**config.mk**
```make
export PLATFORM = sky130hd
export DESIGN_NAME = inference_controller
export DESIGN_NICKNAME = d
export VERILOG_FILES = /design/src/rtl/inference_pkg.sv /design/src/rtl/mac_unit.sv /design/src/rtl/inference_controller.sv
export SDC_FILE = /design/constraint.sdc
export NUM_CORES = 1
export LEC_CHECK = 0
export BUFFER_PORTS_ARGS = -buffer_cell sky130_fd_sc_hd__buf_2
export CELL_PAD_IN_SITES_DETAIL_PLACEMENT = 0
export CELL_PAD_IN_SITES_GLOBAL_PLACEMENT = 1
export CORE_ASPECT_RATIO = 0.7
export CORE_MARGIN = 4
export CORE_UTILIZATION = 45
export CTS_CLUSTER_SIZE = 14
export DETAILED_ROUTE_END_ITERATION = 8
export PLACE_DENSITY_LB_ADDON = 0.1
export SLEW_MARGIN = 20
export SYNTH_ARGS = -nofsm -noshare
export SYNTH_HDL_FRONTEND = slang
export SYNTH_SLANG_ARGS = --single-unit
export TNS_END_PERCENT = 30
```
**constraint.sdc**
```tcl
create_clock -name clk -period 7.2 [get_ports clk]
set_input_delay 0 -clock clk [delete_from_list [all_inputs] [get_ports clk]]
set_output_delay 0 -clock clk [all_outputs]
set_load 0.05 [all_outputs]
```
**src/rtl/inference_pkg.sv**
```systemverilog
`default_nettype none
// ============================================================================
// Module      : inference_pkg
// Description : Shared sizes, constants and FSM encoding for the inference
//               controller and its multiply-accumulate unit.
// Revision    : 1.0 - initial release
// ============================================================================
package inference_pkg;

    localparam int IMG_SIZE         = 784;
    localparam int NUM_CLASSES      = 10;
    localparam int PIX_W            = 8;
    localparam int WGT_W            = 8;
    localparam int ACC_W            = 32;
    localparam int PROD_W           = PIX_W + WGT_W + 1;
    localparam int CYCLES_PER_CLASS = IMG_SIZE + 3;

    localparam int IMG_ADDR_W = 10;
    localparam int W_ADDR_W   = 13;
    localparam int CLS_W      = 4;

    localparam logic [IMG_ADDR_W-1:0] LAST_PIXEL = IMG_ADDR_W'(IMG_SIZE - 1);
    localparam logic [CLS_W-1:0]      LAST_CLASS = CLS_W'(NUM_CLASSES - 1);

    typedef enum logic [2:0] {
        IDLE      = 3'd0,
        LOAD_BIAS = 3'd1,
        MAC       = 3'd2,
        DRAIN     = 3'd3,
        COMPARE   = 3'd4,
        DONE      = 3'd5
    } state_t;

endpackage
`default_nettype wire

```
**src/rtl/mac_unit.sv**
```systemverilog
`default_nettype none
// ============================================================================
// Module      : mac_unit
// Description : Signed pixel x weight multiply-accumulate with bias preload.
// Revision    : 1.0 - initial release
// ============================================================================
module mac_unit
    import inference_pkg::*;
(
    input  logic                    clk,
    input  logic                    rst,
    input  logic                    load,
    input  logic                    en,
    input  logic signed [ACC_W-1:0] bias,
    input  logic        [PIX_W-1:0] pixel,
    input  logic signed [WGT_W-1:0] weight,
    output logic signed [ACC_W-1:0] acc
);

    logic signed [PROD_W-1:0] w_pix_ext;
    logic signed [PROD_W-1:0] w_wgt_ext;
    logic signed [PROD_W-1:0] w_prod;
    logic signed [ACC_W-1:0]  w_prod_ext;
    logic signed [ACC_W-1:0]  r_acc;

    // Pixel is unsigned, so it is zero-extended; the 17-bit product cannot overflow.
    assign w_pix_ext  = {{(PROD_W-PIX_W){1'b0}}, pixel};
    assign w_wgt_ext  = {{(PROD_W-WGT_W){weight[WGT_W-1]}}, weight};
    assign w_prod     = w_pix_ext * w_wgt_ext;
    assign w_prod_ext = {{(ACC_W-PROD_W){w_prod[PROD_W-1]}}, w_prod};

    always_ff @(posedge clk or posedge rst) begin
        if (rst) begin
            r_acc <= '0;
        end else if (load) begin
            r_acc <= bias;
        end else if (en) begin
            r_acc <= r_acc + w_prod_ext;
        end
    end

    assign acc = r_acc;

endmodule
`default_nettype wire

```
**src/rtl/inference_controller.sv**
```systemverilog
`default_nettype none
// ============================================================================
// Module      : inference_controller
// Description : Sequences a 10-class logistic-regression pass over a stored
//               image and reports the arg-max class and its score.
// Revision    : 1.0 - initial release
// ============================================================================
module inference_controller
    import inference_pkg::*;
(
    input  logic                         clk,
    input  logic                         rst,
    input  logic                         weights_loaded,
    input  logic                         image_loaded,
    output logic        [IMG_ADDR_W-1:0] img_rd_addr,
    input  logic        [PIX_W-1:0]      img_rd_data,
    output logic        [W_ADDR_W-1:0]   w_rd_addr,
    input  logic signed [WGT_W-1:0]      w_rd_data,
    output logic        [CLS_W-1:0]      bias_rd_addr,
    input  logic signed [ACC_W-1:0]      bias_rd_data,
    output logic                         busy,
    output logic                         result_valid,
    output logic        [CLS_W-1:0]      predicted_digit,
    output logic signed [ACC_W-1:0]      max_score
);

    state_t                  r_state;
    state_t                  w_next;
    logic                    w_start;
    logic                    w_mac_load;
    logic                    w_mac_en;
    logic                    w_take;
    logic signed [ACC_W-1:0] w_acc;

    logic [CLS_W-1:0]        r_class;
    logic [CLS_W-1:0]        r_best_idx;
    logic [IMG_ADDR_W-1:0]   r_pixel;
    logic [W_ADDR_W-1:0]     r_w_addr;
    logic signed [ACC_W-1:0] r_best;

    logic                    r_busy;
    logic                    r_result_valid;
    logic [CLS_W-1:0]        r_pred;
    logic signed [ACC_W-1:0] r_max;

    mac_unit u_mac (
        .clk    (clk),
        .rst    (rst),
        .load   (w_mac_load),
        .en     (w_mac_en),
        .bias   (bias_rd_data),
        .pixel  (img_rd_data),
        .weight (w_rd_data),
        .acc    (w_acc)
    );

    always_ff @(posedge clk or posedge rst) begin
        if (rst) begin
            r_state <= IDLE;
        end else begin
            r_state <= w_next;
        end
    end

    // Read data lags the address by a cycle, so the MAC works one step behind.
    always_comb begin
        w_next     = r_state;
        w_start    = 1'b0;
        w_mac_load = 1'b0;
        w_mac_en   = 1'b0;
        case (r_state)
            IDLE: begin
                if (image_loaded && weights_loaded) begin
                    w_start = 1'b1;
                    w_next  = LOAD_BIAS;
                end
            end
            LOAD_BIAS: w_next = MAC;
            MAC: begin
                w_mac_load = (r_pixel == '0);
                w_mac_en   = (r_pixel != '0);
                if (r_pixel == LAST_PIXEL) begin
                    w_next = DRAIN;
                end
            end
            DRAIN: begin
                w_mac_en = 1'b1;
                w_next   = COMPARE;
            end
            COMPARE: w_next = (r_class == LAST_CLASS) ? DONE : LOAD_BIAS;
            DONE:    w_next = IDLE;
            default: w_next = IDLE;
        endcase
        if ((r_state != IDLE) && !weights_loaded) begin
            w_next = IDLE;
        end
    end

    assign w_take = (r_class == '0) || (w_acc > r_best);

    // The weight address simply free-runs: class c ends at c*784+783, the next starts at (c+1)*784.
    always_ff @(posedge clk or posedge rst) begin
        if (rst) begin
            r_class    <= '0;
            r_pixel    <= '0;
            r_w_addr   <= '0;
            r_best     <= '0;
            r_best_idx <= '0;
        end else begin
            case (r_state)
                IDLE: begin
                    if (w_start) begin
                        r_class  <= '0;
                        r_pixel  <= '0;
                        r_w_addr <= '0;
                    end
                end
                MAC: begin
                    r_pixel  <= (r_pixel == LAST_PIXEL) ? '0 : r_pixel + IMG_ADDR_W'(1);
                    r_w_addr <= r_w_addr + W_ADDR_W'(1);
                end
                COMPARE: begin
                    if (w_take) begin
                        r_best     <= w_acc;
                        r_best_idx <= r_class;
                    end
                    if (r_class != LAST_CLASS) begin
                        r_class <= r_class + CLS_W'(1);
                    end
                end
                default: ;
            endcase
        end
    end

    // Outputs are registered from the next state so they line up with the state they describe.
    always_ff @(posedge clk or posedge rst) begin
        if (rst) begin
            r_busy         <= 1'b0;
            r_result_valid <= 1'b0;
            r_pred         <= '0;
            r_max          <= '0;
        end else begin
            r_busy         <= (w_next != IDLE) && (w_next != DONE);
            r_result_valid <= (w_next == DONE);
            if (w_next == DONE) begin
                r_pred <= w_take ? r_class : r_best_idx;
                r_max  <= w_take ? w_acc : r_best;
            end
        end
    end

    assign img_rd_addr     = r_pixel;
    assign w_rd_addr       = r_w_addr;
    assign bias_rd_addr    = r_class;
    assign busy            = r_busy;
    assign result_valid    = r_result_valid;
    assign predicted_digit = r_pred;
    assign max_score       = r_max;

endmodule
`default_nettype wire

```
==> flow_metrics.tcl <==
set metrics [dict create \
    path_max_fanout 19 \
    yosysWarnings 0 \
    cp_num_buf_inv 3 \
    dieArea_um2 27030 \
    vias 8766 \
    gp_congestion 0.8541 \
    yosys.cell_types.count 66 \
    r2r-end "u_mac.acc[29]$_DFFE_PP0P_" \
    grt_max_degree 73 \
    fin_crit_sh 0.7607 \
    cts_buffers 17 \
    power_frac_seq 0.208 \
    syn-num-nets 1420 \
    fin_skew_ns 0.008168 \
    critPathArrivalTime_ns 5.80 \
    syn_area_um2 10990 \
    drt_iter0_markers 524 \
    antenna_found_initial 0 \
    synthFlopType "dfrtp_1" \
    leakage_uw 0.006472 \
    met3_usage 0.03230 \
    internal-power_uw 3120 \
    firstDrtPassIters 5 \
    core.rowCount 47 \
    power.density_nw_per_um2 466.2 \
    async_flop_share 1.000 \
    slowest_stage "fa_1" \
    fin_crit_ns 5.477 \
    hold_class "input pin to register" \
    outcome "finished clean" \
    hold_viol 0 \
    core_area_um2 23820 \
    busiest_layer "met1" \
    postSynthCellCount 1171 \
    grt_pass1_vias 8379 \
    cpPeakStageDelay_ns 0.63 \
    path_class "input pin to register" \
    grt_use_total 0.2175 \
    synth_edf_count 0 \
    grt_pass1_wl_mm 47.40 \
    ys_seq_elements 136 \
    cts-root-buf "clkbuf_16" \
    hp-start "bias_rd_data[26]" \
    worstMarginPinSlew_ns 0.8927 \
    slew_viol_final 0 \
    die_y_um 138.8 \
    yosysSeqAreaShare 0.3096 \
    start_util 0.4616 \
    drc 0 \
    worstHoldPathCells 5 \
    antenna_cells 0 \
    path_clk_slew_ns 0.06 \
    cts_tree "yes" \
    clk_latency_ns 0.42 \
    ir_drop_v 0.0003178 \
    power_frac_comb 0.644 \
    die_w_um 194.8 \
    syn2layout_area_growth_pct 16.01 \
    setup_slack_ns 1.723 \
    yosysTopAreaCell "dfrtp_1" \
    post-place-ws_ns 1.336 \
    wl_mm 28.97 \
    clk_path_buf_depth 2 \
    r2r_setup_slack_ns 1.78 \
    cp_data_required_time_ns 7.52 \
    fin_nets 1553 \
    yosys.area_share.simple 0.1529 \
    fmax_mhz 182.6 \
    synthMuxAreaShare 0.06226 \
    r2r_start "u_mac.acc[6]$_DFFE_PP0P_" \
    min_to "u_mac.acc[26]$_DFFE_PP0P_" \
    p_sw_frac 0.4753 \
    cp-start-kind "input pin" \
    yosys.area_share.adder 0.2590 \
    synth-xor-area-share 0.02390 \
    drv_cap 0 \
    ios 117 \
    yosysTopAreaCellShare 0.3096 \
    drive_gt1_frac 0.1452 \
    path_cells "buf_2, clkinv_1, fa_1, inv_1, fa_1, fa_1, fa_1, fa_1, ha_1, o21ai_1, o211ai_1, nand4_1, a211oi_2, a41o_1, nand2b_1, a2111oi_0, nor4_1" \
    synth_compound_area_frac 0.1384 \
    h-tree-depth 4 \
    wl_per_cell_um 17.74 \
    setup_viol 0 \
    globalRouteOverflowTotal 0 \
    yosys-top-cells-area "dfrtp_1 (31%), ha_1 (17%), fa_1 (9.3%)" \
    pwr-share-clk 0.147 \
    cp-end-kind "register" \
    crit_family "adder cells" \
    post-route-util 0.5355 \
    rsz0062_at_grt "no" \
    synth_top_family_by_area "adder cells" \
    r2r_cells 18 \
    p_switching_uw 2826 \
    post_cts_resized 0 \
    antenna_left 0 \
    met1_usage 0.3673 \
    cp_common_cell "fa_1" \
    grt_use_met2 0.2908 \
    avgSynthCellArea_um2 9.388 \
    dp_hpwl_mm 22.02 \
    cts.sinks 136 \
    relSlewSlack 0.4048 \
    io_buffers 116 \
    routed_via_density 5.368 \
    nFillCells 2250 \
    tns_ns 0 \
]
-- cells in the mapped netlist, drive strengths merged (3+ instances only) --
cell type / count
nor4: 4
xnor2: 16
mux2: 28
nand4: 12
a21boi: 3
a32o: 3
nand3: 40
dfrtp: 136
a22oi: 6
or3: 3
buf: 7
and3: 17
clkbuf: 33
a211oi: 9
nand2: 143
ha: 146
a21oi: 51
nand2b: 11
a21o: 14
o311ai: 17
o31ai: 4
fa: 51
a31oi: 14
a221oi: 3
o21ai: 84
and2: 33
o211ai: 4
mux2i: 29
xor2: 14
nor3: 10
inv: 110
nor2: 72
o21a: 8
nor2b: 8
or4: 3
-- cell families after synthesis --
family,after synthesis
muxes,57
AOI/OAI and AO/OA,239
adders and majority gates,197
DFF,136
buffers and inverters,151
and+or+nand+nor,361
xor gates and xnor gates,30
-- per-stage QoR --
step	power (uW)	cell area, um2	hold WS, ns	cells
after detailed placement	5034	11880	0.1570	1573
after floorplan	4153	10990	0.1262	1171
after global placement	5004	11880	0.1600	1573
after CTS	5967	12750	0.01831	1633
after global routing	6594	12750	0.05983	1633
final	5945	12750	0.04424	1633
-- cell type report --
class,count,area (um2),share of cell area
Clock buffer,19,452.9,0.03551
Clock inverter,11,122.6,0.009614
Inverter,111,421.7,0.03306
Multi-Input combinational cell,884,7014,0.5500
Sequential cell,136,3403,0.2668
Tap cell,318,397.9,0.03120
Timing Repair Buffer,154,940.9,0.07378
-- layout by cell type (no fill, tap or decap), drive strengths merged, types with 16 or more instances in the layout --
cell         instances
and2                33
fa                  51
dfrtp              136
a21oi               51
mux2                28
and3                17
xnor2               16
nand3               40
clkbuf              19
buf                124
o311ai              17
nand2              143
mux2i               29
inv                112
nor2                72
dlygate4sd3         30
ha                 146
o21ai               84
-- layer usage --
metal,wire [um],vias up
met5,0,-
met4,248,0
met3,1442,17
met2,11290,204
met1,15990,4205
li1,-,4340
-- worst max path at each step --
stage                             start                        end  depth (start not counted)
2_1_floorplan  u_mac.acc[6]$_DFFE_PP0P_  u_mac.acc[16]$_DFFE_PP0P_                         18
3_3_place_gp               w_rd_data[7]  u_mac.acc[29]$_DFFE_PP0P_                         17
3_5_place_dp               w_rd_data[7]  u_mac.acc[29]$_DFFE_PP0P_                         17
4_1_cts                    w_rd_data[7]  u_mac.acc[29]$_DFFE_PP0P_                         17
5_1_grt                    w_rd_data[7]  u_mac.acc[29]$_DFFE_PP0P_                         17
6_report                   w_rd_data[7]  u_mac.acc[29]$_DFFE_PP0P_                         17
-- worst reg2reg max path, delay by kind of cell (launching register included) --
kind	cells	cell delay, ns
AOI/OAI and AO/OA	5	1.24
adders and majority gates	6	2.73
buffers and inverters	4	0.26
DFF	1	0.38
and+or+nand+nor	3	0.69
-- power groups by stage --
stage                     sequential [uW]  clock (uW)  combinational [uW]
after floorplan                      1330           0                2820
after global placement               1240           0                3760
after detailed placement             1250           0                3780
after CTS                            1240         896                3830
after global routing                 1270         927                4390
final                                1240         876                3830
-- sequential cells by signal, indices dropped and copies added (netlist names) --
name,count
bias_rd_addr,4
busy,1
img_rd_addr,10
max_score,32
predicted_digit,4
r_best,32
r_best_idx,4
r_state,3
result_valid,1
u_mac.acc,32
w_rd_addr,13
-- what timing repair did --
item                                    4_1_cts  5_1_grt
setup buffers                                 0        0
hold buffers                                 30        0
endpoints found under the setup margin        0        0
hold endpoints to repair                    101        0
(Power assumes the default switching activity.)
